==> src/rtl/targ_uart_rx_ctrl.sv <==
// Controller and receive buffer behind the target-side UART receiver.
// It gates reception until the line is idle, buffers good bytes, counts framing errors and tracks packets.
module targ_uart_rx_ctrl #(
  parameter int unsigned FIFO_AW = 4,
  parameter int unsigned BAUD_W = 16,
  parameter logic [BAUD_W-1:0] DEFAULT_BAUD_INC = '0
) (
  input  logic                 clk,
  input  logic                 reset,
  input  logic                 cfg_enable,
  input  logic                 cfg_flush,
  input  logic [BAUD_W-1:0]    cfg_baud_inc,
  output logic [BAUD_W-1:0]    rx_baud_inc,
  input  logic                 rx_data_ready,
  input  logic                 rx_data_error,
  input  logic [7:0]           rx_data,
  input  logic                 rx_endofpacket,
  input  logic                 rx_idle,
  input  logic                 rd_en,
  output logic [7:0]           rd_data,
  output logic                 rd_valid,
  output logic [FIFO_AW:0]     fifo_count,
  output logic                 fifo_empty,
  output logic                 overflow,
  output logic [7:0]           err_count,
  output logic                 pkt_done,
  output logic [7:0]           pkt_len,
  output logic [1:0]           state_o
);

  localparam int unsigned DEPTH = 1 << FIFO_AW;
  localparam int unsigned CW = FIFO_AW + 1;

  typedef enum logic [1:0] {
    OFF       = 2'd0,
    WAIT_IDLE = 2'd1,
    ACTIVE    = 2'd2
  } state_t;

  state_t state, stateNext;

  logic [7:0]         mem [DEPTH];
  logic [FIFO_AW-1:0] wrPtr, rdPtr;
  logic [7:0]         byteCnt;
  logic [CW-1:0]      countNext;
  logic               isActive, hasSpace, rdAcc, wrAcc, dropByte;

  // Next-state logic and FIFO handshake decode
  always_comb begin
    stateNext = OFF;
    isActive  = 1'b0;
    hasSpace  = 1'b0;
    rdAcc     = 1'b0;
    wrAcc     = 1'b0;
    dropByte  = 1'b0;
    countNext = fifo_count;

    case (state)
      OFF:       stateNext = cfg_enable ? WAIT_IDLE : OFF;
      WAIT_IDLE: begin
        if (!cfg_enable)  stateNext = OFF;
        else if (rx_idle) stateNext = ACTIVE;
        else              stateNext = WAIT_IDLE;
      end
      ACTIVE:    stateNext = cfg_enable ? ACTIVE : OFF;
      default:   stateNext = OFF;
    endcase

    isActive = (state == ACTIVE);
    rdAcc    = rd_en && (fifo_count != '0) && !cfg_flush;
    hasSpace = (fifo_count < CW'(DEPTH)) || rdAcc;
    wrAcc    = isActive && rx_data_ready && hasSpace && !cfg_flush;
    dropByte = isActive && rx_data_ready && !hasSpace;

    if (cfg_flush)          countNext = '0;
    else if (wrAcc && !rdAcc) countNext = fifo_count + CW'(1);
    else if (rdAcc && !wrAcc) countNext = fifo_count - CW'(1);
  end

  always_ff @(posedge clk) begin
    if (reset) state <= OFF;
    else       state <= stateNext;
  end

  // Storage array carries no reset; occupancy and pointers define validity
  always_ff @(posedge clk) begin
    if (wrAcc) mem[wrPtr] <= rx_data;
  end

  always_ff @(posedge clk) begin
    if (reset) begin
      rx_baud_inc <= DEFAULT_BAUD_INC;
      wrPtr       <= '0;
      rdPtr       <= '0;
      fifo_count  <= '0;
      fifo_empty  <= 1'b1;
      overflow    <= 1'b0;
      err_count   <= '0;
      rd_data     <= '0;
      rd_valid    <= 1'b0;
      pkt_done    <= 1'b0;
      pkt_len     <= '0;
      byteCnt     <= '0;
    end else begin
      // Hold the rate while a frame may be in flight
      if (state == OFF || rx_idle) rx_baud_inc <= cfg_baud_inc;

      fifo_count <= countNext;
      fifo_empty <= (countNext == '0);
      rd_valid   <= rdAcc;
      pkt_done   <= 1'b0;

      if (rdAcc) rd_data <= mem[rdPtr];

      if (cfg_flush) begin
        wrPtr     <= '0;
        rdPtr     <= '0;
        overflow  <= 1'b0;
        err_count <= '0;
      end else begin
        if (wrAcc) wrPtr <= wrPtr + FIFO_AW'(1);
        if (rdAcc) rdPtr <= rdPtr + FIFO_AW'(1);
        if (dropByte) overflow <= 1'b1;
        if (isActive && rx_data_error && err_count != 8'hFF)
          err_count <= err_count + 8'd1;
      end

      // Packet byte counter, cleared at packet end or outside ACTIVE
      if (!isActive) begin
        byteCnt <= '0;
      end else if (rx_endofpacket && byteCnt != '0) begin
        pkt_done <= 1'b1;
        pkt_len  <= byteCnt;
        byteCnt  <= '0;
      end else if (rx_data_ready && byteCnt != 8'hFF) begin
        byteCnt <= byteCnt + 8'd1;
      end
    end
  end

  assign state_o = state;

endmodule

==> config.mk <==
export PLATFORM = sky130hd
export DESIGN_NAME = targ_uart_rx_ctrl
export DESIGN_NICKNAME = d
export VERILOG_FILES = /design/src/rtl/targ_uart_rx_ctrl.sv
export SDC_FILE = /design/constraint.sdc
export NUM_CORES = 1
export LEC_CHECK = 0
export CAP_MARGIN = 10
export CORE_MARGIN = 2
export CORE_UTILIZATION = 55
export DETAILED_ROUTE_END_ITERATION = 8
export PLACE_DENSITY_LB_ADDON = 0.08
export SYNTH_ARGS = -nofsm -noshare
export SYNTH_HDL_FRONTEND = slang
export SYNTH_SLANG_ARGS = --single-unit
==> constraint.sdc <==
create_clock -name clk -period 5.98 [get_ports clk]
set_input_delay 1.196 -clock clk [delete_from_list [all_inputs] [get_ports clk]]
set_output_delay 1.196 -clock clk [all_outputs]
set_load 0.05 [all_outputs]
* After elaboration in Yosys (flattened, before gate mapping)
Memories as Yosys holds them, arrays and structs flattened. A register that Yosys moved wholly into a read port is not among the register bits.
Cells that the tools add are included.
** Word-level totals
- Bits in registers :: 59
- Bits in writable memories :: 128
- Output and inout bits :: 51
- Logic and storage cells :: 62
- Memories :: 1
** Cells by class
- Add/subtract/negate cells :: 6
- $lt $le $gt $ge :: 1
- Equality and inequality tests :: 4
- Mux-type cells :: 11
- Bitwise logic cells :: 1
- Reductions and logical operators :: 26
** Memories
- mem :: words 16, width 8, rd ports 1, clocked after Yosys merged registers in 1, wr ports 1, line 42 : logic [7:0] mem [DEPTH];
** Operator list (count)
- $add 8x1->8 const B :: 2
- $ne 8x8->1 const B :: 2
- $mux 5 :: 3
- $logic_and 1x1->1 :: 12
- $add 4x1->4 const B :: 2
- $reduce_bool 8->1 :: 1
- $mux 2 :: 3
- $pmux 2 s3 :: 1
- $add 5x1->5 const B :: 1
- $logic_not 5->1 :: 1
- $lt 5x5->1 const B :: 1
- $reduce_bool 5->1 :: 1
- $sub 5x1->5 const B :: 1
- $logic_not 1->1 :: 4
- $mux 1 :: 4
- $reduce_or 2->1 :: 2
- $reduce_or 3->1 :: 1
- $eq 2x1->1 const B :: 1
- $eq 2x2->1 const B :: 1
- $logic_not 2->1 :: 1
- $logic_or 1x1->1 :: 2
- $reduce_and 2->1 :: 1
- $not 1->1 :: 1

* Logic depth before layout (Yosys ltp)
- Word-level depth :: 12
- Gate-level depth with buffers :: 8
- Mapped depth without buffers :: 7

* Least setup slack after synthesis
No wires, ideal clock.
- Path type :: in2reg
- Start point :: input port cfg_flush
- End point :: memory mem[3][0], enable pin
- Arrival time :: 2.522 ns
- Data required time :: 5.597 ns
- Path slack :: 3.075 ns
- Stages :: 4
- Path buffers :: 1
- Cell sequence :: clkbuf_8 nor3_2 nand2_1 nor3_1
** On the way
- Cells in the longest elaborated chain, start to end :: 7
** Ends and longest elaborated chain
- start, declared :: line 11 : input logic cfg_flush,
- $logic_not 1->1 (*) :: line 70, 72
- $logic_and 1x1->1 :: line 70 : rdAcc = rd_en && (fifo_count != '0) && !cfg_flush;
- $logic_or 1x1->1 :: line 71 : hasSpace = (fifo_count < CW'(DEPTH)) || rdAcc;
- $logic_and 1x1->1 :: line 72 : wrAcc = isActive && rx_data_ready && hasSpace && !cfg_flush;
- $logic_and 1x1->1 (*) :: line 72
- $mux 1 (*) :: line 87 : if (wrAcc) mem[wrPtr] <= rx_data;
- $mux 1 (not written as such) (*) :: line 87
- end, declared :: line 42
Every way passes the cells marked *; elsewhere a longest branch is shown, timed or not.

* Final worst setup path
- Start point :: input port cfg_flush
- End point :: memory mem[1][5], enable pin
Same word-level chain as after synthesis.

==> summary.txt <==
Yosys
  – Compound-Gate Fraction of Synth Area: 0.0353
  – Synthesized Nets: 577
  – EDFF count, synth: 128
  – Yosys warnings: 0
  – Yosys reg bits: 195
  – Adder and majority cell fraction of the synthesized area: 0.0177
  – Synth Flop Type: edfxtp_1
  – Simple-Gate Fraction of Synth Area: 0.102
  – Syn Area/Cell: 14.6 um2
  – Multiplexer area fraction after synthesis: 0.132
  – Synth cell types: 49
  – Synth Instances: 533
  – Main combinational cell family by area after synthesis: multiplexers
  – Sequential-to-total area share from yosys stat: 0.665
  – Area of the mapped netlist: 7800 um2
  – Ys async rst share: 0
  – Xor and xnor area share after synthesis: 0.0213

CTS
  – Max Root-Sink Buffers: 2
  – CTS H-Tree Depth: 4
  – TritonCTS buffer count: 17
  – Post-CTS Resized: 0
  – Clk sink count: 195
  – Clk Latency, worst-skew pair: 430 ps
  – Post-CTS Setup Bufs: 0
  – Hold buffer count at cts: 0
  – Reg clk slew, reported paths: 70 ps
  – TritonCTS clock tree: yes
  – Root Buffer: clkbuf_16

Drt
  – Routed WL per cell: 19.3 um
  – DRT Wirelength: 15500 um
  – First drt pass iteration count: 5
  – DR iter-0 viols: 410
  – DRC Markers: 0
  – Drt via density: 5.66
  – ANT nets after route: 0
  – Vias: 4557

Timing
  – Max-slew violations: 0
  – RSZ-0062 raised after global routing: false
  – Tcrit/Tclk final: 0.595
  – Final Skew: 8.28 ps
  – Relative slew slack: 0.207
  – Setup-failing EPs final: 0
  – Worst-margin pin slew: 1180 ps
  – Fmax: 281 MHz
  – Sum Neg Setup Slack: 0 ps
  – Crit path time final: 3560 ps
  – Hold WS: 455 ps
  – Final Hold Violating Endpoints: 0

Hold path
  – Hold Path Stages: 2
  – Worst Hold Class: flop to flop
  – Hold worst-path end: rd_data[1]
  – Hold Path Origin: rd_data[1]

Place
  – GPL Wtd Cong: 0.836
  – DPL Wire Length: 10500 um
  – Placed Cells: 771
  – I/O Buffers: 83

Pwr
  – Pwr per Cell Area: 282 nW/um2
  – Leakage power: 3.08 nW
  – Total power: 0.00262 W
  – Maximum vdd drop: 249 uV

Setup path
  – RR Endpoint: mem[1][5]
  – Worst path slowest cell: nor3_1
  – Max Fanout on Critical Path: 11
  – Crit path DAT: 3600 ps
  – Crit path kind: input pin to flop
  – Critical-path cell list: clkdlybuf4s50_1, nor3_2, nand2_1, nor3_1
  – Stages on the worst setup path: 4
  – Worst R2R Start: state_o[1]
  – Delay-heaviest family, CP: simple AND/OR/NAND/NOR gates
  – Worst reg2reg path depth: 4
  – Reg2Reg Setup Slack: 3200 ps
  – Slowest stage delay, CP: 950 ps
  – Worst setup EP type: flop
  – Critical Path Start Type: input pin
  – Buf/Inv on CP: 1
  – Worst Path Required: 6020 ps

Floorplanning
  – Top Ports: 84
  – Initial core utilization: 0.562
  – Std-Cell Core Area: 13900 um2
  – DIE AREA: 15100 um2
  – Row count: 43
  – Die Wd: 123 um
  – Chip Height: 123 um

Global route
  – Grt ovf: 0
  – Vias in the first global route: 4335
  – Total track usage: 0.218
  – First-pass GRT wire length: 23900 um
  – Largest net degree at the start of global routing: 44
  – Antenna violations before repair: 0

Status
  – Outcome: complete, no violations

Cells and area
  – Number of diodes: 0
  – Nets: 656
  – Layout area overhead: 19.1%
  – Layout cells sized above 1: 0.141
  – Final std cells w/o fill: 805

Flow run
  – Number of max-cap violations: 0
report_power, final:
group	leakage [nW]	total, W	switching [W]	internal, W
logic	1.11	0.000108	0.0000681	0.0000400
registers	1.69	0.00145	0.00000502	0.00144
clock network	0.278	0.00107	0.000513	0.000552
cell usage in the layout, fill, tap and decap left out, types with 11 or more instances in the layout:
cell	n
edfxtp_1	128
clkbuf_16	17
clkdlybuf4s50_1	83
mux2i_1	12
dfxtp_1	66
a21oi_1	30
mux4_2	40
nor2_1	57
xor2_1	11
ha_1	11
nand2_1	66
nor3_1	12
cell usage after synthesis (2+ instances only):
master	instances	area (um2)
buf_1	4	15.0
a31oi_1	2	12.5
buf_4	4	30.0
nand2b_1	5	31.3
nor3_1	12	60.1
o21ai_0	2	10.0
xnor2_1	8	70.1
or2_2	2	12.5
nand3b_1	2	15.0
buf_6	2	22.5
mux4_2	40	901
or4b_1	2	20.0
nand4_1	8	50.1
and3_1	3	18.8
nand3_1	3	15.0
clkbuf_1	14	52.6
inv_1	10	37.5
xor2_1	11	96.3
a21oi_1	30	150
edfxtp_1	128	3840
a32oi_1	2	17.5
dfxtp_1	67	1340
clkbuf_8	3	41.3
mux2i_1	12	120
nand2_1	66	248
nor2_1	57	214
ha_1	11	138
and2b_2	2	17.5
through the flow:
| step | setup slack (ps) | cell area, um2 | utilization |
|---|---|---|---|
| 3_3_place_gp | 2030 | 8710 | 0.627 |
| 4_1_cts | 2320 | 9270 | 0.668 |
| 3_5_place_dp | 1880 | 8710 | 0.627 |
| 5_1_grt | 2250 | 9280 | 0.669 |
| 2_1_floorplan | 3070 | 7800 | - |
| 6_report | 2420 | 9280 | 0.669 |
metal layers:
layer | GRT usage | share of wire
met1 | 0.297 | 0.44
met2 | 0.349 | 0.50
met3 | 0.0494 | 0.049
met4 | 0.0746 | 0.015
met5 | 0 | 0
registers in the layout, indices dropped and copies added, names as in the netlist:
name	flops
err_count	8
mem	128
rd_valid	1
pkt_len	8
rx_baud_inc	16
byteCnt	8
rdPtr	4
state_o	2
overflow	1
fifo_count	5
pkt_done	1
rd_data	8
wrPtr	4
fifo_empty	1
how the worst max path moves through the flow:
stage / slack, ps / end / startpoint
2_1_floorplan: 3070 / mem[3][0] / cfg_flush
3_3_place_gp: 2030 / mem[1][1] / cfg_flush
3_5_place_dp: 1880 / mem[3][4] / cfg_flush
4_1_cts: 2320 / mem[3][5] / cfg_flush
5_1_grt: 2250 / mem[2][3] / cfg_flush
6_report: 2420 / mem[1][5] / cfg_flush
area by class of cell:
type | count | area (um2)
clock inverter | 15 | 138
tap | 180 | 225
clock buffer | 17 | 425
sequential | 195 | 5190
timing repair buffer | 88 | 863
fill | 944 | 4600
multi-input combinational | 300 | 2410
inverter | 10 | 37.5
cell families after synthesis:
group	Yosys count
xor+xnor	19
compound gates	45
buf+inv	38
mux	53
flops	195
fa+ha+maj	11
simple gates	172
worst reg2reg max path, cell delays in order, from the launching register on:
cell,delay [ps]
dfxtp_1,490
nand3b_1,170
nor3_2,520
nand2_1,270
nor3_1,950
Note: power is estimated with default switching activity, not from simulation.
